===== config.mk =====
export PLATFORM = sky130hd
export DESIGN_NAME = branch_predictor
export DESIGN_NICKNAME = d
export VERILOG_FILES = /design/src/rtl/branch_predictor.sv
export SDC_FILE = /design/constraint.sdc
export NUM_CORES = 2
export LEC_CHECK = 0
export CAP_MARGIN = 20
export CORE_MARGIN = 2
export CORE_UTILIZATION = 45
export DETAILED_ROUTE_END_ITERATION = 10
export RECOVER_POWER = 25
export SYNTH_ARGS = -nofsm -noshare
export SYNTH_HDL_FRONTEND = slang
export SYNTH_SLANG_ARGS = --single-unit

===== constraint.sdc =====
create_clock -name clk -period 23.1 [get_ports clk]
set_input_delay 6.93 -clock clk [delete_from_list [all_inputs] [get_ports clk]]
set_output_delay 6.93 -clock clk [all_outputs]
set_load 0.02 [all_outputs]

===== src/rtl/branch_predictor.sv =====
`default_nettype none
// ============================================================================
// Module      : branch_predictor
// Description : Direct-mapped BTB with a 2-bit saturating counter per entry.
//               Combinational lookup in IF, single update per resolved
//               conditional branch in EX, mispredict/redirect generation and
//               branch / miss statistics counters.
// Revision    : 1.0 - initial release
// ============================================================================
module branch_predictor #(
  parameter int         INDEX_BITS = 6,
  parameter logic [1:0] CNT_ALLOC  = 2'b10
) (
  input  logic        clk,
  input  logic        rst,
  // IF-stage lookup
  input  logic [31:0] PCF,
  output logic        PredTakenF,
  output logic [31:0] PredNPCF,
  // EX-stage resolution
  input  logic [31:0] PCE,
  input  logic [2:0]  BranchTypeE,
  input  logic        BranchE,
  input  logic [31:0] BrTargetE,
  input  logic        PredTakenE,
  input  logic [31:0] PredNPCE,
  input  logic        StallE,
  output logic        MispredictE,
  output logic [31:0] RedirectPCE,
  // statistics
  output logic [31:0] BranchCount,
  output logic [31:0] MissCount
);

  localparam int         ENTRIES  = 1 << INDEX_BITS;
  localparam int         TAG_BITS = 30 - INDEX_BITS;
  localparam logic [2:0] NOBRANCH = 3'd0;

  // Table storage: valid/cnt are reset, tag/target are only ever read
  // through a valid entry so they carry no reset.
  logic                valid_q  [ENTRIES];
  logic [1:0]          cnt_q    [ENTRIES];
  logic [TAG_BITS-1:0] tag_q    [ENTRIES];
  logic [31:0]         target_q [ENTRIES];

  logic [31:0] branch_cnt_q, branch_cnt_d;
  logic [31:0] miss_cnt_q,   miss_cnt_d;
  logic [1:0]  cnt_d;

  logic [INDEX_BITS-1:0] w_idx_f, w_idx_e;
  logic [TAG_BITS-1:0]   w_tag_f, w_tag_e;
  logic                  w_hit_f, w_hit_e;
  logic                  w_upd;

  // PC bits [1:0] never participate in indexing or tagging.
  logic w_unused;
  assign w_unused = ^{PCF[1:0], PCE[1:0]};

  assign w_idx_f = PCF[INDEX_BITS+1:2];
  assign w_tag_f = PCF[31:INDEX_BITS+2];
  assign w_idx_e = PCE[INDEX_BITS+1:2];
  assign w_tag_e = PCE[31:INDEX_BITS+2];

  assign w_hit_f = valid_q[w_idx_f] && (tag_q[w_idx_f] == w_tag_f);
  assign w_hit_e = valid_q[w_idx_e] && (tag_q[w_idx_e] == w_tag_e);

  // Bubbles carry NOBRANCH and a stalled EX holds the same branch, so this
  // fires exactly once per resolved conditional branch.
  assign w_upd = !rst && !StallE && (BranchTypeE != NOBRANCH);

  // IF lookup: read is asynchronous, so a same-cycle update is not visible.
  always_comb begin
    PredTakenF = !rst && w_hit_f && cnt_q[w_idx_f][1];
    PredNPCF   = PredTakenF ? target_q[w_idx_f] : (PCF + 32'd4);
  end

  // EX resolution: wrong direction, or taken to a different target.
  always_comb begin
    MispredictE = w_upd && ((PredTakenE != BranchE) ||
                            (BranchE && (PredNPCE != BrTargetE)));
    RedirectPCE = BranchE ? BrTargetE : (PCE + 32'd4);
  end

  // Saturating counter step for the entry being updated.
  always_comb begin
    cnt_d = cnt_q[w_idx_e];
    if (BranchE) begin
      if (cnt_q[w_idx_e] != 2'b11) cnt_d = cnt_q[w_idx_e] + 2'd1;
    end else begin
      if (cnt_q[w_idx_e] != 2'b00) cnt_d = cnt_q[w_idx_e] - 2'd1;
    end
  end

  // Statistics next-state; both wrap naturally at 2^32.
  always_comb begin
    branch_cnt_d = branch_cnt_q;
    miss_cnt_d   = miss_cnt_q;
    if (w_upd) begin
      branch_cnt_d = branch_cnt_q + 32'd1;
      if (MispredictE) miss_cnt_d = miss_cnt_q + 32'd1;
    end
  end

  // Valid bits and counters: reset to invalid / weakly-not-taken.
  always_ff @(posedge clk) begin
    if (rst) begin
      for (int i = 0; i < ENTRIES; i++) begin
        valid_q[i] <= 1'b0;
        cnt_q[i]   <= 2'b01;
      end
    end else if (w_upd) begin
      if (w_hit_e) begin
        cnt_q[w_idx_e] <= cnt_d;
      end else if (BranchE) begin
        valid_q[w_idx_e] <= 1'b1;
        cnt_q[w_idx_e]   <= CNT_ALLOC;
      end
    end
  end

  // Tag/target write on any taken update (hit refresh or allocation).
  always_ff @(posedge clk) begin
    if (w_upd && BranchE) begin
      tag_q[w_idx_e]    <= w_tag_e;
      target_q[w_idx_e] <= BrTargetE;
    end
  end

  // Statistics registers.
  always_ff @(posedge clk) begin
    if (rst) begin
      branch_cnt_q <= 32'd0;
      miss_cnt_q   <= 32'd0;
    end else begin
      branch_cnt_q <= branch_cnt_d;
      miss_cnt_q   <= miss_cnt_d;
    end
  end

  assign BranchCount = branch_cnt_q;
  assign MissCount   = miss_cnt_q;

endmodule
`default_nettype wire


==> summary.md <==
| Metric | Value |
|---|---|
| Initial DRC Count | `18,900` |
| CTS Hold Bufs | `0` |
| Power per cell area | `81.5 nW/µm²` |
| Commonest cells after routing, fill and taps aside | `edfxtp_1 (3,712), mux4_2 (1,126), clkbuf_16 (412)` |
| Synthesis Warnings | `0` |
| Grt ovf | `0` |
| Xor and xnor area share after synthesis | `0.939%` |
| DP Wirelength | `361,000 µm` |
| Max rail drop VDD | `0.0000698 V` |
| Crit share post-route | `92.2%` |
| Sequential share of the synthesized area | `69.4%` |
| R2r endpoint | `cnt_q[43][1]` |
| Via density | `7.14` |
| Vias in the first global route | `97,600` |
| Synthesized area | `164,000 µm²` |
| Failing checks | `max-capacitance violations, max-slew violations` |
| EDFF count, synth | `3,712` |
| Area share of the largest cell type after synthesis | `67.9%` |
| Syn Area/Cell | `19.0 µm²` |
| Routed WL | `630,000 µm` |
| Worst slew pin tran | `3.76 ns` |
| Yosys cell types | `85` |
| Number of H-tree levels | `5` |
| Die width | `608 µm` |
| Root Buffer | `clkbuf_16` |
| Via count | `101,000` |
| Crit path max-delay cell type | `clkbuf_1` |
| Final hold vios | `0` |
| Worst Setup Path Type | `in -> out` |
| Fmax | `47.0 MHz` |
| Post-synthesis mux area share | `18.6%` |
| Leak | `57.9 nW` |
| FF-to-FF path depth | `11` |
| Port Buffer Count | `265` |
| Compound-Gate Fraction of Synth Area | `5.70%` |
| Setup bufs post-CTS | `0` |
| CP max stage delay | `2.45 ns` |
| Worst slew margin | `-151%` |
| Adder-cell share of the synthesized area | `0.0305%` |
| Worst hold margin | `0.481 ns` |
| Post-Synth Simple-Gate Area | `3.35%` |
| I/O pins | `266` |
| First-pass GRT wire length | `844,000 µm` |
| Syn-to-layout area delta | `13.4%` |
| Max cap viols | `34` |
| Status | `finished with violations` |
| Clk Latency, worst-skew pair | `0.99 ns` |
| Largest net degree at the start of global routing | `145` |
| Die Y | `608 µm` |
| CTS Sinks | `3,840` |
| Worst setup path start | `PCE[11]` |
| RSZ-0062 raised after global routing | `false` |
| Worst Path Arrival | `14.36 ns` |
| Post-cts resize count | `0` |
| Kind of start point of the critical path | `input port` |
| Synth area leaders | `edfxtp_1 (68%), mux4_2 (15%), mux2i_1 (2.3%), dfxtp_1 (1.6%), a221oi_1 (1.0%)` |
| Crit path time final | `21.29 ns` |
| Cells after Synth | `8,634` |
| Clock skew after layout | `0.0546 ns` |
| Post-synth ARST share | `0%` |
| Site Rows | `221` |
| Largest family of logic cells by synthesized area | `multiplexers` |
| CP max FO | `67` |
| # fillers | `28,900` |
| Critical Path RT | `16.17 ns` |
| Net Count, Synth | `8,774` |
| Share of cells above drive strength 1 | `26.4%` |
| Synth Flop Type | `edfxtp_1` |
| Routability congestion estimate | `0.972` |
| CTS tree | `done` |
| Yosys reg bits | `3,840` |
| Clock buffer count from CTS | `407` |
| Nets | `9,172` |
| Worst r2r src | `tag_q[4][4]` |
| Starting Density | `45.3%` |
| Die Area | `370,000 µm²` |
| Residual DRC count | `0` |
| Reg2Reg Setup Slack | `17.55 ns` |
| Final Max Slew Viols | `2,101` |
| Commonest non-fill, non-tap cell in the layout | `edfxtp_1` |
| Router iterations before antenna repair | `9` |
| Crit end category | `primary output` |
| Worst Hold Class | `reg -> reg` |
| Aggregate global-route resource usage | `33.4%` |
| Avg WL per Cell | `44.3 µm` |
| Setup TNS | `0 ns` |
| ANT nets after route | `0` |
| Core area | `363,000 µm²` |
| FF/Latch Area | `114,000 µm²` |
| Worst Setup EP | `RedirectPCE[30]` |
| Worst-path cell chain | `buf_2, clkbuf_1, nand4_1, nor2_1, inv_1, nor3_1, nand2_1, xor2_1, o21ai_0, clkdlybuf4s50_1` |
| Initial antenna violation count | `53` |
| Setup-failing EPs final | `0` |
| Area of the multi-input gates | `47,700 µm²` |
| CTS Buffer Depth | `4` |
| Biggest area consumer among synthesized cells | `edfxtp_1` |
| Worst-path clk slew | `0.06 ns` |
[synthesized netlist by cell type (14+ instances only)]
cell,n
buf_2,196
nor2b_1,14
o211ai_1,27
a21oi_1,134
clkbuf_1,300
nor3_2,61
xor2_1,106
a22oi_1,158
and4_1,17
dfxtp_1,128
buf_1,72
o22ai_1,124
nand2b_1,34
buf_4,59
buf_6,34
a31oi_1,42
a22o_1,76
o22a_1,41
o2bb2ai_1,59
a221oi_1,190
mux2_2,106
o221ai_1,40
a31o_2,65
o31ai_1,15
nor4_1,24
edfxtp_1,3712
nand4_1,46
nor3_1,50
a221o_1,37
nand2_1,268
a211oi_1,31
mux4_2,1126
nand3_1,171
mux2i_1,383
o21ai_0,153
xnor2_1,70
nor2_1,212
and3_1,29
or3_1,26
[cell type report]
| cell class | instances | area share, % |
|---|---|---|
| Antenna cell | 43 | 0.0578 |
| Clock buffer | 498 | 5.73 |
| Clock inverter | 258 | 1.19 |
| Inverter | 19 | 0.0410 |
| Multi-Input combinational cell | 4114 | 25.6 |
| Sequential cell | 3840 | 61.2 |
| Tap cell | 4794 | 3.22 |
| Timing Repair Buffer | 650 | 2.94 |
[kinds of logic after synthesis]
| group | count (synthesis) |
|---|---|
| AO/OA/AOI/OAI | 1265 |
| buffers and inverters | 680 |
| flip-flops | 3840 |
| AND/OR/NAND/NOR | 1045 |
| adder cells (fa/ha/maj) | 4 |
| multiplexers | 1624 |
| XOR/XNOR | 176 |
[metal layers]
layer	GRT usage [%]	share of wire [%]	vias to the layer above
met3	10.0	13	1957
li1	-	-	37500
met1	42.9	35	53400
met5	0.0258	0.035	-
met2	49.5	44	8551
met4	21.9	7.8	34
[stage by stage]
stage                     cell area [µm²]  total power [W]  cells  utilization [%]  worst slack, ns
final                              186000           0.0152  14200             51.4             1.81
after global routing               186000           0.0155  14200             51.3             1.80
after CTS                          186000           0.0152  14200             51.3             3.15
after detailed placement           173000          0.00889  13400             47.8             3.18
after global placement             173000          0.00888  13400             47.8             2.90
after floorplan                    164000          0.00840   8634                -             5.48
[registers in the layout (all words and copies together) (netlist names)]
register and count:
target_q 2048, MissCount 32, BranchCount 32, valid_q 64
tag_q 1536, cnt_q 128
[worst min-delay path by stage]
stage / from / depth (start not counted) / slack (ns) / to
after global placement: valid_q[50] / 1 / 0.46 / valid_q[50]
after global routing: valid_q[48] / 1 / 0.50 / valid_q[48]
after floorplan: valid_q[45] / 1 / 0.44 / valid_q[45]
after detailed placement: valid_q[24] / 1 / 0.47 / valid_q[24]
final: valid_q[38] / 1 / 0.48 / valid_q[38]
after CTS: valid_q[10] / 1 / 0.48 / valid_q[10]
[worst max-delay path: cells and delay by family]
family                    cells  cell delay (ns)
AOI/OAI and AO/OA             1             0.62
xor gates and xnor gates      1             0.24
buffers and inverters         4             3.38
and+or+nand+nor               4             3.12
[power by group]
part | internal (W) | switching (W)
Sequential | 0.00766 | 0.0000107
Clock | 0.00360 | 0.00280
Combinational | 0.000380 | 0.000738
Power figures use the tool's default switching activity.
